[src/rtl/light_pwm_driver.sv]
`default_nettype none
// ============================================================================
// Module      : light_pwm_driver
// Description : Converts 2-bit luminosity and colour codes into three
//               registered PWM lamp drives with smooth level ramps and
//               fade-out / swap / fade-in colour transitions.
// Revision    : 1.0 - initial release
// ============================================================================
module light_pwm_driver #(
    parameter int PWM_BITS  = 8,
    parameter int FADE_DIV  = 16,
    parameter int LOW_DUTY  = 64,
    parameter int MID_DUTY  = 128,
    parameter int HIGH_DUTY = 255
) (
    input  logic                clk,
    input  logic                reset,
    input  logic [1:0]          luminosity,
    input  logic [1:0]          color,
    output logic                pwm_r,
    output logic                pwm_g,
    output logic                pwm_b,
    output logic [PWM_BITS-1:0] duty,
    output logic                fading
);

    localparam int PRE_W = (FADE_DIV > 1) ? $clog2(FADE_DIV) : 1;

    localparam logic [PRE_W-1:0]    c_pre_last = PRE_W'(FADE_DIV - 1);
    localparam logic [PRE_W-1:0]    c_pre_one  = PRE_W'(1);
    localparam logic [PWM_BITS-1:0] c_cnt_max  = '1;
    localparam logic [PWM_BITS-1:0] c_one      = PWM_BITS'(1);
    localparam logic [PWM_BITS-1:0] c_low      = PWM_BITS'(LOW_DUTY);
    localparam logic [PWM_BITS-1:0] c_mid      = PWM_BITS'(MID_DUTY);
    localparam logic [PWM_BITS-1:0] c_high     = PWM_BITS'(HIGH_DUTY);

    localparam logic [1:0] c_white = 2'b00;
    localparam logic [1:0] c_red   = 2'b01;
    localparam logic [1:0] c_green = 2'b10;

    typedef enum logic [1:0] {
        ST_STEADY = 2'd0,
        ST_RAMP   = 2'd1,
        ST_SWAP   = 2'd2
    } state_t;

    state_t              r_state;
    state_t              w_state_next;
    logic [1:0]          r_lum_q;
    logic [1:0]          r_color_q;
    logic [1:0]          r_active;
    logic [1:0]          w_active_next;
    logic [PRE_W-1:0]    r_pre;
    logic                w_tick;
    logic [PWM_BITS-1:0] r_duty;
    logic [PWM_BITS-1:0] w_duty_next;
    logic [PWM_BITS-1:0] w_target;
    logic [PWM_BITS-1:0] r_pwm_cnt;
    logic [PWM_BITS-1:0] r_applied;
    logic [2:0]          w_mask;
    logic                r_pwm_r;
    logic                r_pwm_g;
    logic                r_pwm_b;

    // Single register stage on the upstream codes; all decisions use these copies.
    always_ff @(posedge clk or posedge reset) begin
        if (reset) begin
            r_lum_q   <= 2'b00;
            r_color_q <= c_white;
        end else begin
            r_lum_q   <= luminosity;
            r_color_q <= color;
        end
    end

    // Luminosity code to target duty.
    always_comb begin
        w_target = '0;
        case (r_lum_q)
            2'b01:   w_target = c_low;
            2'b10:   w_target = c_mid;
            2'b11:   w_target = c_high;
            default: w_target = '0;
        endcase
    end

    // Free-running fade prescaler; one tick per FADE_DIV clocks.
    always_ff @(posedge clk or posedge reset) begin
        if (reset) begin
            r_pre <= '0;
        end else if (r_pre == c_pre_last) begin
            r_pre <= '0;
        end else begin
            r_pre <= r_pre + c_pre_one;
        end
    end

    assign w_tick = (r_pre == c_pre_last);

    // Fade state register together with the ramping duty and latched colour.
    always_ff @(posedge clk or posedge reset) begin
        if (reset) begin
            r_state  <= ST_STEADY;
            r_duty   <= '0;
            r_active <= c_white;
        end else begin
            r_state  <= w_state_next;
            r_duty   <= w_duty_next;
            r_active <= w_active_next;
        end
    end

    // Next-state logic: colour mismatch always wins and forces a fade to zero
    // before the new channel mask is taken; duty moves one step per tick.
    always_comb begin
        w_state_next  = r_state;
        w_duty_next   = r_duty;
        w_active_next = r_active;
        case (r_state)
            ST_STEADY: begin
                if (r_color_q != r_active) begin
                    w_state_next = ST_SWAP;
                end else if (r_duty != w_target) begin
                    w_state_next = ST_RAMP;
                end
            end
            ST_RAMP: begin
                if (r_color_q != r_active) begin
                    w_state_next = ST_SWAP;
                end else if (r_duty == w_target) begin
                    w_state_next = ST_STEADY;
                end else if (w_tick) begin
                    if (r_duty < w_target) begin
                        w_duty_next = r_duty + c_one;
                    end else begin
                        w_duty_next = r_duty - c_one;
                    end
                end
            end
            ST_SWAP: begin
                if (r_duty == '0) begin
                    w_active_next = r_color_q;
                    w_state_next  = (w_target == '0) ? ST_STEADY : ST_RAMP;
                end else if (w_tick) begin
                    w_duty_next = r_duty - c_one;
                end
            end
            default: begin
                w_state_next = ST_STEADY;
            end
        endcase
    end

    // Channel enables {r,g,b} from the latched colour.
    always_comb begin
        w_mask = 3'b111;
        case (r_active)
            c_white: w_mask = 3'b111;
            c_red:   w_mask = 3'b100;
            c_green: w_mask = 3'b010;
            default: w_mask = 3'b001;
        endcase
    end

    // PWM counter; duty is only sampled at the period boundary so a ramp
    // never truncates or stretches a pulse mid-period.
    always_ff @(posedge clk or posedge reset) begin
        if (reset) begin
            r_pwm_cnt <= '0;
            r_applied <= '0;
        end else begin
            r_pwm_cnt <= r_pwm_cnt + c_one;
            if (r_pwm_cnt == c_cnt_max) begin
                r_applied <= r_duty;
            end
        end
    end

    // Registered lamp drives.
    always_ff @(posedge clk or posedge reset) begin
        if (reset) begin
            r_pwm_r <= 1'b0;
            r_pwm_g <= 1'b0;
            r_pwm_b <= 1'b0;
        end else begin
            r_pwm_r <= w_mask[2] & (r_pwm_cnt < r_applied);
            r_pwm_g <= w_mask[1] & (r_pwm_cnt < r_applied);
            r_pwm_b <= w_mask[0] & (r_pwm_cnt < r_applied);
        end
    end

    assign pwm_r  = r_pwm_r;
    assign pwm_g  = r_pwm_g;
    assign pwm_b  = r_pwm_b;
    assign duty   = r_duty;
    assign fading = (r_state != ST_STEADY);

endmodule
`default_nettype wire

[config.mk]
export PLATFORM = sky130hd
export DESIGN_NAME = light_pwm_driver
export DESIGN_NICKNAME = d
export VERILOG_FILES = /design/src/rtl/light_pwm_driver.sv
export SDC_FILE = /design/constraint.sdc
export NUM_CORES = 1
export LEC_CHECK = 0
export ABC_AREA = 1
export BUFFER_PORTS_ARGS = -buffer_cell sky130_fd_sc_hd__buf_4
export CAP_MARGIN = 0
export CORE_MARGIN = 2
export CORE_UTILIZATION = 52
export DETAILED_ROUTE_END_ITERATION = 10
export PLACE_DENSITY_LB_ADDON = 0.08
export REMOVE_ABC_BUFFERS = 1
export SYNTH_ARGS = -nofsm -noshare
export SYNTH_HDL_FRONTEND = slang
export SYNTH_SLANG_ARGS = --single-unit
[constraint.sdc]
create_clock -name clk -period 2.43 [get_ports clk]
set_input_delay 0 -clock clk [delete_from_list [all_inputs] [get_ports clk]]
set_output_delay 0 -clock clk [all_outputs]
set_load 0.01 [all_outputs]
==> impl_metrics.ini <==
[global_routing]
grt_antenna_before_repair = 0
grt_usage_pct = 20.4
grt_max_degree = 32
overflow = 0
grt_pass1_wl_um = 8290
grt_pass1_vias = 1836

[finish]
nFillCells = 402
antennaDiodeCount = 0
multiInputGateArea_mm2 = 0.00126
post-route-util_pct = 61.4
fin_area_mm2 = 0.00273
layout-drive-gt1-share_pct = 16.7
finalNetCount = 338
final_cell_mix = nand2_1 (62), dfrtp_1 (39), inv_1 (36)
register_area_um2 = 976
layout_commonest_cell = nand2_1
syn2layout_area_growth_pct = 11.4

[floorplan]
num_rows = 24
fp.dieW_um = 72.6
core_mm2 = 0.00444
io-pin-count = 18
start_util_pct = 55.1
die_h_um = 72.6
dieArea_mm2 = 0.00528

[sta]
skew_ps = 2.07
setup-violations-final = 0
slew-limit-headroom_pct = 69.1
fmax_ghz = 0.545
worstMarginPinSlew_ps = 463
min_period_ps = 1840
tns_ps = 0
timing.final.crit_share_pct = 75.5
hold_violations = 0
final_max_slew_viol_count = 0
rsz0062_at_grt = no

[power]
max-vdd-ir-drop_uv = 576
power_density_mw_per_mm2 = 1040
p_leak_nw = 1.36

[critical_path]
cp-end-kind = flop
cp-start-kind = flop
setup.worst_path.class = flop to flop
cp_data_required_time_ps = 2610
arrival_ps = 2020
path_max_fanout = 10

[run_status]
outcome = completed

[place]
placed_area_mm2 = 0.00259
gp_congestion = 0.857
post-dp-hpwl_um = 3420
io_buffers = 17

[clocking]
numCtsBuffers = 5
htreeDepth = 2
clkTransAtPathRegs_ps = 70
cts.sinks = 39
cts-root-buf = clkbuf_8
clock_path_buffers = 2
cts_tree = yes
clock_latency_ps = 290

[synth]
ys_async_sr_fraction_pct = 100
synth-edff-count = 0
synthCells = 286
ys_warn_count = 0
yosysSeqAreaShare_pct = 39.8
ys_ff_latch = 39
synth-main-ff-cell = dfrtp_1
synth_cell_type_count = 29
syn_area_per_cell_um2 = 8.57
netlist_area_mm2 = 0.00245

[route]
avgRoutedWirePerCell_um = 12.5
first_iter_violations = 84
drt_drc_violations_left = 0
vias = 1835
drt_first_pass_iters = 4
antenna_left = 0
viasPerCell = 5.04
routed_wl_um = 4540

[job]
max-cap-violations = 0

[worst_hold_path]
hold_class = input port to async pin
[metal layers]
metal  part of all wire, %  GRT usage, %  vias to the layer above
li1                      -             -                      966
met1                    47          24.5                      829
met2                    47          34.9                       30
met3                   3.3          4.42                       10
met4                   2.4          9.47                        0
met5                     0             0                        -
[flip-flops by register name (all words and copies together), names as in the netlist]
name / cells
pwm_b: 1
r_pwm_cnt: 8
r_applied: 8
pwm_r: 1
r_lum_q: 2
duty: 8
r_pre: 4
pwm_g: 1
r_color_q: 2
r_active: 2
r_state: 2
[Yosys cell counts (5+ instances only)]
master / n / area share, %
nand2_1: 62 / 9.5
dfrtp_1: 39 / 40
inv_1: 36 / 5.5
nor2_1: 24 / 3.7
ha_1: 21 / 11
nand3_1: 19 / 3.9
o21ai_0: 13 / 2.7
xor2_1: 12 / 4.3
nand4_1: 10 / 2.6
a21oi_1: 9 / 1.8
nand3_2: 7 / 2.9
nand2_2: 5 / 1.3
xnor2_1: 5 / 1.8
[what timing repair did]
action | 4_1_cts | 5_1_grt
hold buffers | 5 | 0
buffers inserted | 0 | 0
resized for setup | 0 | 0
endpoints found under the hold margin | 12 | 0
[where the power goes]
part	leakage (nW)	internal (mW)	switching (mW)	total, mW
Sequential	0.494	0.754	0.209	0.963
Combinational	0.823	0.569	0.892	1.46
Clock	0.0477	0.196	0.224	0.421
Total	1.36	1.52	1.33	2.84
[logic make-up after synthesis]
logic type / synth area share [%]
AO/OA/AOI/OAI: 5.41
XOR/XNOR: 6.74
adder cells (fa/ha/maj): 10.7
buffers and inverters: 8.78
flip-flops: 39.8
AND/OR/NAND/NOR: 28.5
[stage by stage]
step | total power, mW | std cells | hold slack [ps] | setup slack, ps
after floorplan | 2.05 | 281 | 31.4 | 772
after global placement | 2.43 | 351 | -23.4 | 590
after detailed placement | 2.44 | 351 | -13.7 | 598
after CTS | 2.88 | 364 | 222 | 581
after global routing | 3.13 | 364 | 244 | 398
final | 2.84 | 364 | 222 | 594
[worst paths after layout]
path                       slack, ps                   start                endpoint  cells past startpoint
max                              590    r_lum_q[1]$_DFF_PP0_     duty[5]$_DFFE_PP0P_                     11
min                              220                   reset  r_pwm_cnt[7]$_DFF_PP0_                      3
max reg2reg                      590    r_lum_q[1]$_DFF_PP0_     duty[5]$_DFFE_PP0P_                     11
min reg2reg                      480  r_pwm_cnt[0]$_DFF_PP0_  r_pwm_cnt[0]$_DFF_PP0_                      1
max in group asynchronous       1500                   reset  r_color_q[1]$_DFF_PP0_                      4
min in group clk                 350           luminosity[1]    r_lum_q[1]$_DFF_PP0_                      2
[area by class of cell]
type                    instances  share of cell area, %
repair buffers                 23                   6.79
multi-input cells             202                   46.1
flip-flops and latches         39                   35.8
clock buffers                   5                   2.52
clock inverters                 3                  0.550
inverters                      40                   5.87
well taps                      52                   2.38
[critical path: stages (launching register included)]
cell     delay, ps
dfrtp_1        450
nand2_2        140
ha_1           300
nand3_1        120
nor2_4         170
nand3_2        100
nand2_2        100
nand2_4         70
nand2_8        110
inv_6           60
nand3_2         50
nand2_1         50
Power figures use the tool's default switching activity.
